===== config.mk =====
export PLATFORM = sky130hd
export DESIGN_NAME = neuron_mac
export DESIGN_NICKNAME = d
export VERILOG_FILES = /design/src/rtl/neuron_pkg.sv /design/src/rtl/neuron_weight_regs.sv /design/src/rtl/neuron_mac.sv
export SDC_FILE = /design/constraint.sdc
export NUM_CORES = 1
export LEC_CHECK = 0
export CAP_MARGIN = 25
export CORE_MARGIN = 4
export CORE_UTILIZATION = 52
export CTS_CLUSTER_DIAMETER = 120
export DETAILED_ROUTE_END_ITERATION = 10
export DONT_BUFFER_PORTS = 1
export GPL_TIMING_DRIVEN = 1
export PLACE_DENSITY = 0.67
export SKIP_LAST_GASP = 1
export SYNTH_ARGS = -nofsm -noshare
export SYNTH_HDL_FRONTEND = slang
export SYNTH_SLANG_ARGS = --single-unit
export TNS_END_PERCENT = 30

===== constraint.sdc =====
create_clock -name clk -period 17.3 [get_ports clk]
set_clock_uncertainty 0.15 [all_clocks]
set_input_delay 2.595 -clock clk [delete_from_list [all_inputs] [get_ports clk]]
set_output_delay 2.595 -clock clk [all_outputs]
set_load 0.02 [all_outputs]

===== src/rtl/neuron_pkg.sv =====
`default_nettype none
// ============================================================================
// Package     : neuron_pkg
// Description : Shared types, constants and the scale/saturate helper used by
//               the neuron pre-activation stages.
// Revision    : 1.0  initial release
// ============================================================================
package neuron_pkg;

    // Default Q8.8 fixed-point format
    localparam int DEF_DW   = 16;
    localparam int DEF_FRAC = 8;

    // Weight write-port addresses (address 3 is ignored)
    localparam logic [1:0] W0_ADDR   = 2'd0;
    localparam logic [1:0] W1_ADDR   = 2'd1;
    localparam logic [1:0] BIAS_ADDR = 2'd2;

    typedef enum logic [2:0] {
        IDLE = 3'd0,
        MUL0 = 3'd1,
        MUL1 = 3'd2,
        BIAS = 3'd3,
        OUT  = 3'd4
    } mac_state_t;

    // Reduces an already-scaled value to dw bits. Returns {ovf, value}; the
    // caller keeps the low dw bits of value. Without saturation the low bits
    // are simply taken, which is a two's-complement wrap.
    function automatic logic [64:0] sat_trunc(
        input logic signed [63:0] scaled,
        input int                 dw,
        input logic               sat_en
    );
        logic signed [63:0] v_max;
        logic signed [63:0] v_min;
        logic signed [63:0] v_res;
        logic               v_ovf;
        v_max = (64'sd1 <<< (dw - 1)) - 64'sd1;
        v_min = -v_max - 64'sd1;
        v_res = scaled;
        v_ovf = 1'b0;
        if (sat_en && (scaled > v_max)) begin
            v_res = v_max;
            v_ovf = 1'b1;
        end else if (sat_en && (scaled < v_min)) begin
            v_res = v_min;
            v_ovf = 1'b1;
        end
        return {v_ovf, v_res};
    endfunction

endpackage : neuron_pkg
`default_nettype wire


===== src/rtl/neuron_weight_regs.sv =====
`default_nettype none
// ============================================================================
// Module      : neuron_weight_regs
// Description : Write-addressable w0/w1/bias registers plus the working copies
//               snapshotted when an input pair is accepted.
// Revision    : 1.0  initial release
// ============================================================================
module neuron_weight_regs
    import neuron_pkg::*;
#(
    parameter int DW = DEF_DW
) (
    input  logic          clk,
    input  logic          rst_n,
    input  logic          i_we,
    input  logic [1:0]    i_addr,
    input  logic [DW-1:0] i_data,
    input  logic          i_snap,
    output logic [DW-1:0] o_w0,
    output logic [DW-1:0] o_w1,
    output logic [DW-1:0] o_bias
);

    logic [DW-1:0] r_w0;
    logic [DW-1:0] r_w1;
    logic [DW-1:0] r_bias;
    logic [DW-1:0] r_w0_snap;
    logic [DW-1:0] r_w1_snap;
    logic [DW-1:0] r_bias_snap;

    // Live registers: written from the port at any time, address 3 dropped
    always_ff @(posedge clk or negedge rst_n) begin
        if (!rst_n) begin
            r_w0   <= '0;
            r_w1   <= '0;
            r_bias <= '0;
        end else if (i_we) begin
            case (i_addr)
                W0_ADDR:   r_w0   <= i_data;
                W1_ADDR:   r_w1   <= i_data;
                BIAS_ADDR: r_bias <= i_data;
                default:   ;
            endcase
        end
    end

    // Working copies: take the pre-edge live values on accept so a write
    // landing mid-sum only affects the next pair
    always_ff @(posedge clk or negedge rst_n) begin
        if (!rst_n) begin
            r_w0_snap   <= '0;
            r_w1_snap   <= '0;
            r_bias_snap <= '0;
        end else if (i_snap) begin
            r_w0_snap   <= r_w0;
            r_w1_snap   <= r_w1;
            r_bias_snap <= r_bias;
        end
    end

    assign o_w0   = r_w0_snap;
    assign o_w1   = r_w1_snap;
    assign o_bias = r_bias_snap;

endmodule : neuron_weight_regs
`default_nettype wire


===== src/rtl/neuron_mac.sv =====
`default_nettype none
// ============================================================================
// Module      : neuron_mac
// Description : Two-input neuron pre-activation stage computing
//               x0*w0 + x1*w1 + bias with one time-shared multiplier and a
//               valid/ready output towards the activation stage.
//               Define NEURON_SAT_EN to clip the result and drive ovf;
//               otherwise the result wraps and ovf is tied low.
// Revision    : 1.0  initial release
// ============================================================================
module neuron_mac
    import neuron_pkg::*;
#(
    parameter int DW    = DEF_DW,
    parameter int FRAC  = DEF_FRAC,
    parameter int ACC_W = 2*DW + 2
) (
    input  logic          clk,
    input  logic          rst_n,
    input  logic          in_valid,
    output logic          in_ready,
    input  logic [DW-1:0] x0,
    input  logic [DW-1:0] x1,
    input  logic          w_we,
    input  logic [1:0]    w_addr,
    input  logic [DW-1:0] w_data,
    output logic          out_valid,
    input  logic          out_ready,
    output logic [DW-1:0] sum,
    output logic          ovf
);

`ifdef NEURON_SAT_EN
    localparam logic c_SAT_EN = 1'b1;
`else
    localparam logic c_SAT_EN = 1'b0;
`endif

    mac_state_t               r_state;
    logic                     r_in_ready;
    logic                     r_out_valid;
    logic signed [DW-1:0]     r_x0;
    logic signed [DW-1:0]     r_x1;
    logic signed [ACC_W-1:0]  r_acc;
    logic [DW-1:0]            r_sum;

    logic                     w_accept;
    logic [DW-1:0]            w_w0_s;
    logic [DW-1:0]            w_w1_s;
    logic [DW-1:0]            w_bias_s;
    logic signed [DW-1:0]     w_mul_a;
    logic signed [DW-1:0]     w_mul_b;
    logic signed [2*DW-1:0]   w_prod;
    logic signed [ACC_W-1:0]  w_prod_ext;
    logic signed [ACC_W-1:0]  w_bias_ext;
    logic signed [ACC_W-1:0]  w_acc_bias;
    logic signed [63:0]       w_scaled;
    logic [64:0]              w_st;
    logic                     w_unused;

    assign w_accept = in_valid && r_in_ready;

    neuron_weight_regs #(
        .DW (DW)
    ) u_weight_regs (
        .clk    (clk),
        .rst_n  (rst_n),
        .i_we   (w_we),
        .i_addr (w_addr),
        .i_data (w_data),
        .i_snap (w_accept),
        .o_w0   (w_w0_s),
        .o_w1   (w_w1_s),
        .o_bias (w_bias_s)
    );

    // Single multiplier: x0*w0 in MUL0, x1*w1 otherwise
    assign w_mul_a    = (r_state == MUL0) ? r_x0 : r_x1;
    assign w_mul_b    = (r_state == MUL0) ? $signed(w_w0_s) : $signed(w_w1_s);
    assign w_prod     = w_mul_a * w_mul_b;
    assign w_prod_ext = ACC_W'(w_prod);

    // Bias is Q.FRAC; shift it up to the product's Q.2FRAC alignment
    assign w_bias_ext = ACC_W'($signed(w_bias_s)) <<< FRAC;
    assign w_acc_bias = r_acc + w_bias_ext;

    // Arithmetic shift floors toward minus infinity
    assign w_scaled = 64'(w_acc_bias >>> FRAC);
    assign w_st     = sat_trunc(w_scaled, DW, c_SAT_EN);

    // Control FSM with registered handshake outputs and result register
    always_ff @(posedge clk or negedge rst_n) begin
        if (!rst_n) begin
            r_state     <= IDLE;
            r_in_ready  <= 1'b1;
            r_out_valid <= 1'b0;
            r_x0        <= '0;
            r_x1        <= '0;
            r_acc       <= '0;
            r_sum       <= '0;
        end else begin
            case (r_state)
                IDLE: begin
                    if (w_accept) begin
                        r_x0       <= $signed(x0);
                        r_x1       <= $signed(x1);
                        r_in_ready <= 1'b0;
                        r_state    <= MUL0;
                    end
                end
                MUL0: begin
                    r_acc   <= w_prod_ext;
                    r_state <= MUL1;
                end
                MUL1: begin
                    r_acc   <= r_acc + w_prod_ext;
                    r_state <= BIAS;
                end
                BIAS: begin
                    r_acc       <= w_acc_bias;
                    r_sum       <= w_st[DW-1:0];
                    r_out_valid <= 1'b1;
                    r_state     <= OUT;
                end
                OUT: begin
                    if (out_ready) begin
                        r_out_valid <= 1'b0;
                        r_in_ready  <= 1'b1;
                        r_state     <= IDLE;
                    end
                end
                default: begin
                    r_out_valid <= 1'b0;
                    r_in_ready  <= 1'b1;
                    r_state     <= IDLE;
                end
            endcase
        end
    end

`ifdef NEURON_SAT_EN
    logic r_ovf;

    // Clip flag captured alongside the result so it is valid with sum
    always_ff @(posedge clk or negedge rst_n) begin
        if (!rst_n) begin
            r_ovf <= 1'b0;
        end else if (r_state == BIAS) begin
            r_ovf <= w_st[64];
        end
    end

    assign ovf      = r_ovf;
    assign w_unused = ^w_st[63:DW];
`else
    assign ovf      = 1'b0;
    assign w_unused = ^w_st[64:DW];
`endif

    assign in_ready  = r_in_ready;
    assign out_valid = r_out_valid;
    assign sum       = r_sum;

endmodule : neuron_mac
`default_nettype wire


==> impl_metrics.tcl <==
set metrics [dict create \
    nets 2035 \
    track_usage_pct 24.8 \
    syn-mean-instance-area_um2 9.88 \
    cp-start-kind "register" \
    syn_nets 2047 \
    ant_nets 0 \
    port_buffers 0 \
    slew_headroom_pct 32.7 \
    syn-instance-count 1692 \
    start_util_pct 52.8 \
    drt_iter0_markers 865 \
    layout_common_cells "267 x inv_1, 189 x fa_1, 172 x dfrtp_1" \
    cts_tree "built" \
    gp_congestion 0.940 \
    drc 0 \
    fp.dieH_um 187 \
    synthAdderAreaFrac_pct 30.9 \
    arrival_ns 10.43 \
    setup_viol 0 \
    timing.final.crit_period_ns 10.24 \
    grt_pass1_vias 12400 \
    via_per_inst 5.74 \
    grt_max_degree 174 \
    routed_wl_mm 42.0 \
    synth-seq-cells 173 \
    muxShareOfSynthArea_pct 13.0 \
    clk-insertion-delay-late_ns 0.47 \
    grt_first_pass_wirelength_mm 68.4 \
    cp_max_fo 54 \
    die-area_um2 35100 \
    mostFrequentLayoutCell "inv_1" \
    core_area_um2 31600 \
    critPathKind "register to register" \
    fin_crit_sh_pct 59.2 \
    cts.clk_slew.worst_paths_ns 0.09 \
    cts_sinks 173 \
    drtPass1Iterations 5 \
    hold_viol_final 0 \
    drive_gt1_share_pct 13.5 \
    met2_usage_pct 39.3 \
    synth.distinct_cells 71 \
    hold_class "register to register" \
    synth_edf_count 0 \
    tightest_slew_ns 0.982 \
    synthSimpleGateAreaFrac_pct 9.96 \
    cp.required_ns 17.49 \
    rsz0062_at_grt "no" \
    grt_overflow 0 \
    clk_path_buf_depth 2 \
    max_stage_delay_ns 0.85 \
    wire_per_inst_um 20.0 \
    cp-end-kind "register" \
    fin_tns_setup_ns 0 \
    num_vias 12000 \
    gr-max-usage-layer "met2" \
    synthXorXnorAreaFrac_pct 4.03 \
    holdBufCountCts 0 \
    rows 65 \
    ys_warn_count 0 \
    cts_resized 0 \
    num_io_pins 74 \
    ys.flop_type "dfrtp_1" \
    gr-usage-met3_pct 6.66 \
    fill_cells 2739 \
    hpwl_mm 32.7 \
    antenna_found_initial 0 \
    crit_top_cell "fa_1" \
    cts_setup_buffers 0 \
    synth_top_family_by_area "adder cells" \
    slew_viol_final 0 \
    die_w_um 187 \
    synth_area_um2 16700 \
    max_cap_viol_count 0 \
    area_growth_pct 6.15 \
    cts.htree.levels 4 \
    ys_seq_area_share_pct 25.9 \
    gr-usage-met1_pct 33.5 \
    synth_compound_area_share_pct 8.87 \
    synthArstFlopShare_pct 100 \
    fmax_mhz 97.6 \
    post-route-util_pct 56.1 \
    status "completed" \
    cts_made_buffers 17 \
    crit_path_top_delay_cell "mux2i_1" \
    clockRootBuffer "clkbuf_16" \
]
==> stage by stage <==
stage               setup slack, ns  cell area [µm²]  hold WS [ns]  cells
finish                         7.06            17700         0.344   2096
detailed placement             7.16            17200         0.340   2063
global route                   6.55            17700         0.366   2095
global placement               7.29            17200         0.332   2063
floorplan                      8.72            16700         0.325   1692
CTS                            7.11            17700         0.350   2095
==> registers in the layout (all words and copies together), names as in the netlist <==
register and flops:
r_state 3, out_valid 1, u_weight_regs.o_bias 16, u_weight_regs.o_w0 16, r_acc 24, r_x1 16
sum 16, in_ready 1, u_weight_regs.o_w1 16, u_weight_regs.r_w1 16, r_x0 16, u_weight_regs.r_w0 16
u_weight_regs.r_bias 16
==> per-layer routing <==
layer / vias up / wire [µm]
met5: - / 0
met4: 0 / 1000
met3: 61 / 3160
met2: 361 / 19700
met1: 6110 / 18100
li1: 5504 / -
==> cells in the mapped netlist (all sizes together), types with 3 or more instances <==
master	count	share of area (%)
o21ai	54	1.6
buf	15	0.53
nand3b	4	0.18
nand4	3	0.11
xnor2	53	2.8
mux2	159	11
or3	5	0.19
nand3	7	0.21
o22a	5	0.26
xor2	23	1.2
inv	267	6.0
ha	111	8.3
mux2i	37	2.3
a221oi	3	0.16
nor2b	5	0.19
nor2	159	3.6
clkbuf	33	0.74
dfrtp	172	26
nand2	170	3.8
a21oi	68	2.0
nor3	13	0.42
o22ai	19	0.71
a211oi	7	0.31
o211ai	11	0.49
or2	4	0.15
a31oi	4	0.15
nand2b	16	0.60
a22oi	6	0.27
o31ai	3	0.13
a21o	22	0.99
nor3b	3	0.16
o21bai	7	0.31
fa	189	23
==> critical path, delay by kind of cell, from the launching register on <==
| family | cells | cell delay, ns |
|---|---|---|
| compound gates | 6 | 1.75 |
| xor+xnor | 2 | 0.28 |
| fa+ha+maj | 8 | 3.66 |
| buf+inv | 6 | 1.38 |
| flops | 1 | 0.33 |
| mux | 1 | 0.85 |
| simple gates | 7 | 1.65 |
==> logic make-up after synthesis <==
| kind of cell | after synthesis |
|---|---|
| xor gates and xnor gates | 76 |
| muxes | 196 |
| adders and majority gates | 300 |
| buffers and inverters | 316 |
| AOI/OAI and AO/OA | 233 |
| other | 1 |
| DFF | 173 |
| and+or+nand+nor | 397 |
==> layout make-up <==
class,instances,area (µm²),area share [%]
tap,402,503,2.83
clock inverter,14,149,0.839
sequential,173,4330,24.4
antenna,1,2.50,0.0141
clock buffer,18,439,2.48
inverter,268,1010,5.67
timing repair buffer,17,128,0.719
multi-input combinational,1203,11200,63.0
==> path summary, 6_finish.rpt <==
kind	start	end	slack, ns	cells after the start
worst min-delay path	u_weight_regs.r_w0[7]	u_weight_regs.o_w0[7]	0.34	1
worst min register to register	u_weight_regs.r_w0[7]	u_weight_regs.o_w0[7]	0.34	1
min in group asynchronous	rst_n	r_x0[1]	1.68	0
worst max register to register	r_state[0]	r_acc[23]	7.06	30
worst max-delay path	r_state[0]	r_acc[23]	7.06	30
max in group asynchronous	rst_n	in_ready	15.09	0
Power is left out: the tool's default activity adds up to more than one toggle a clock period on the data nets, which glitch-free logic cannot reach.
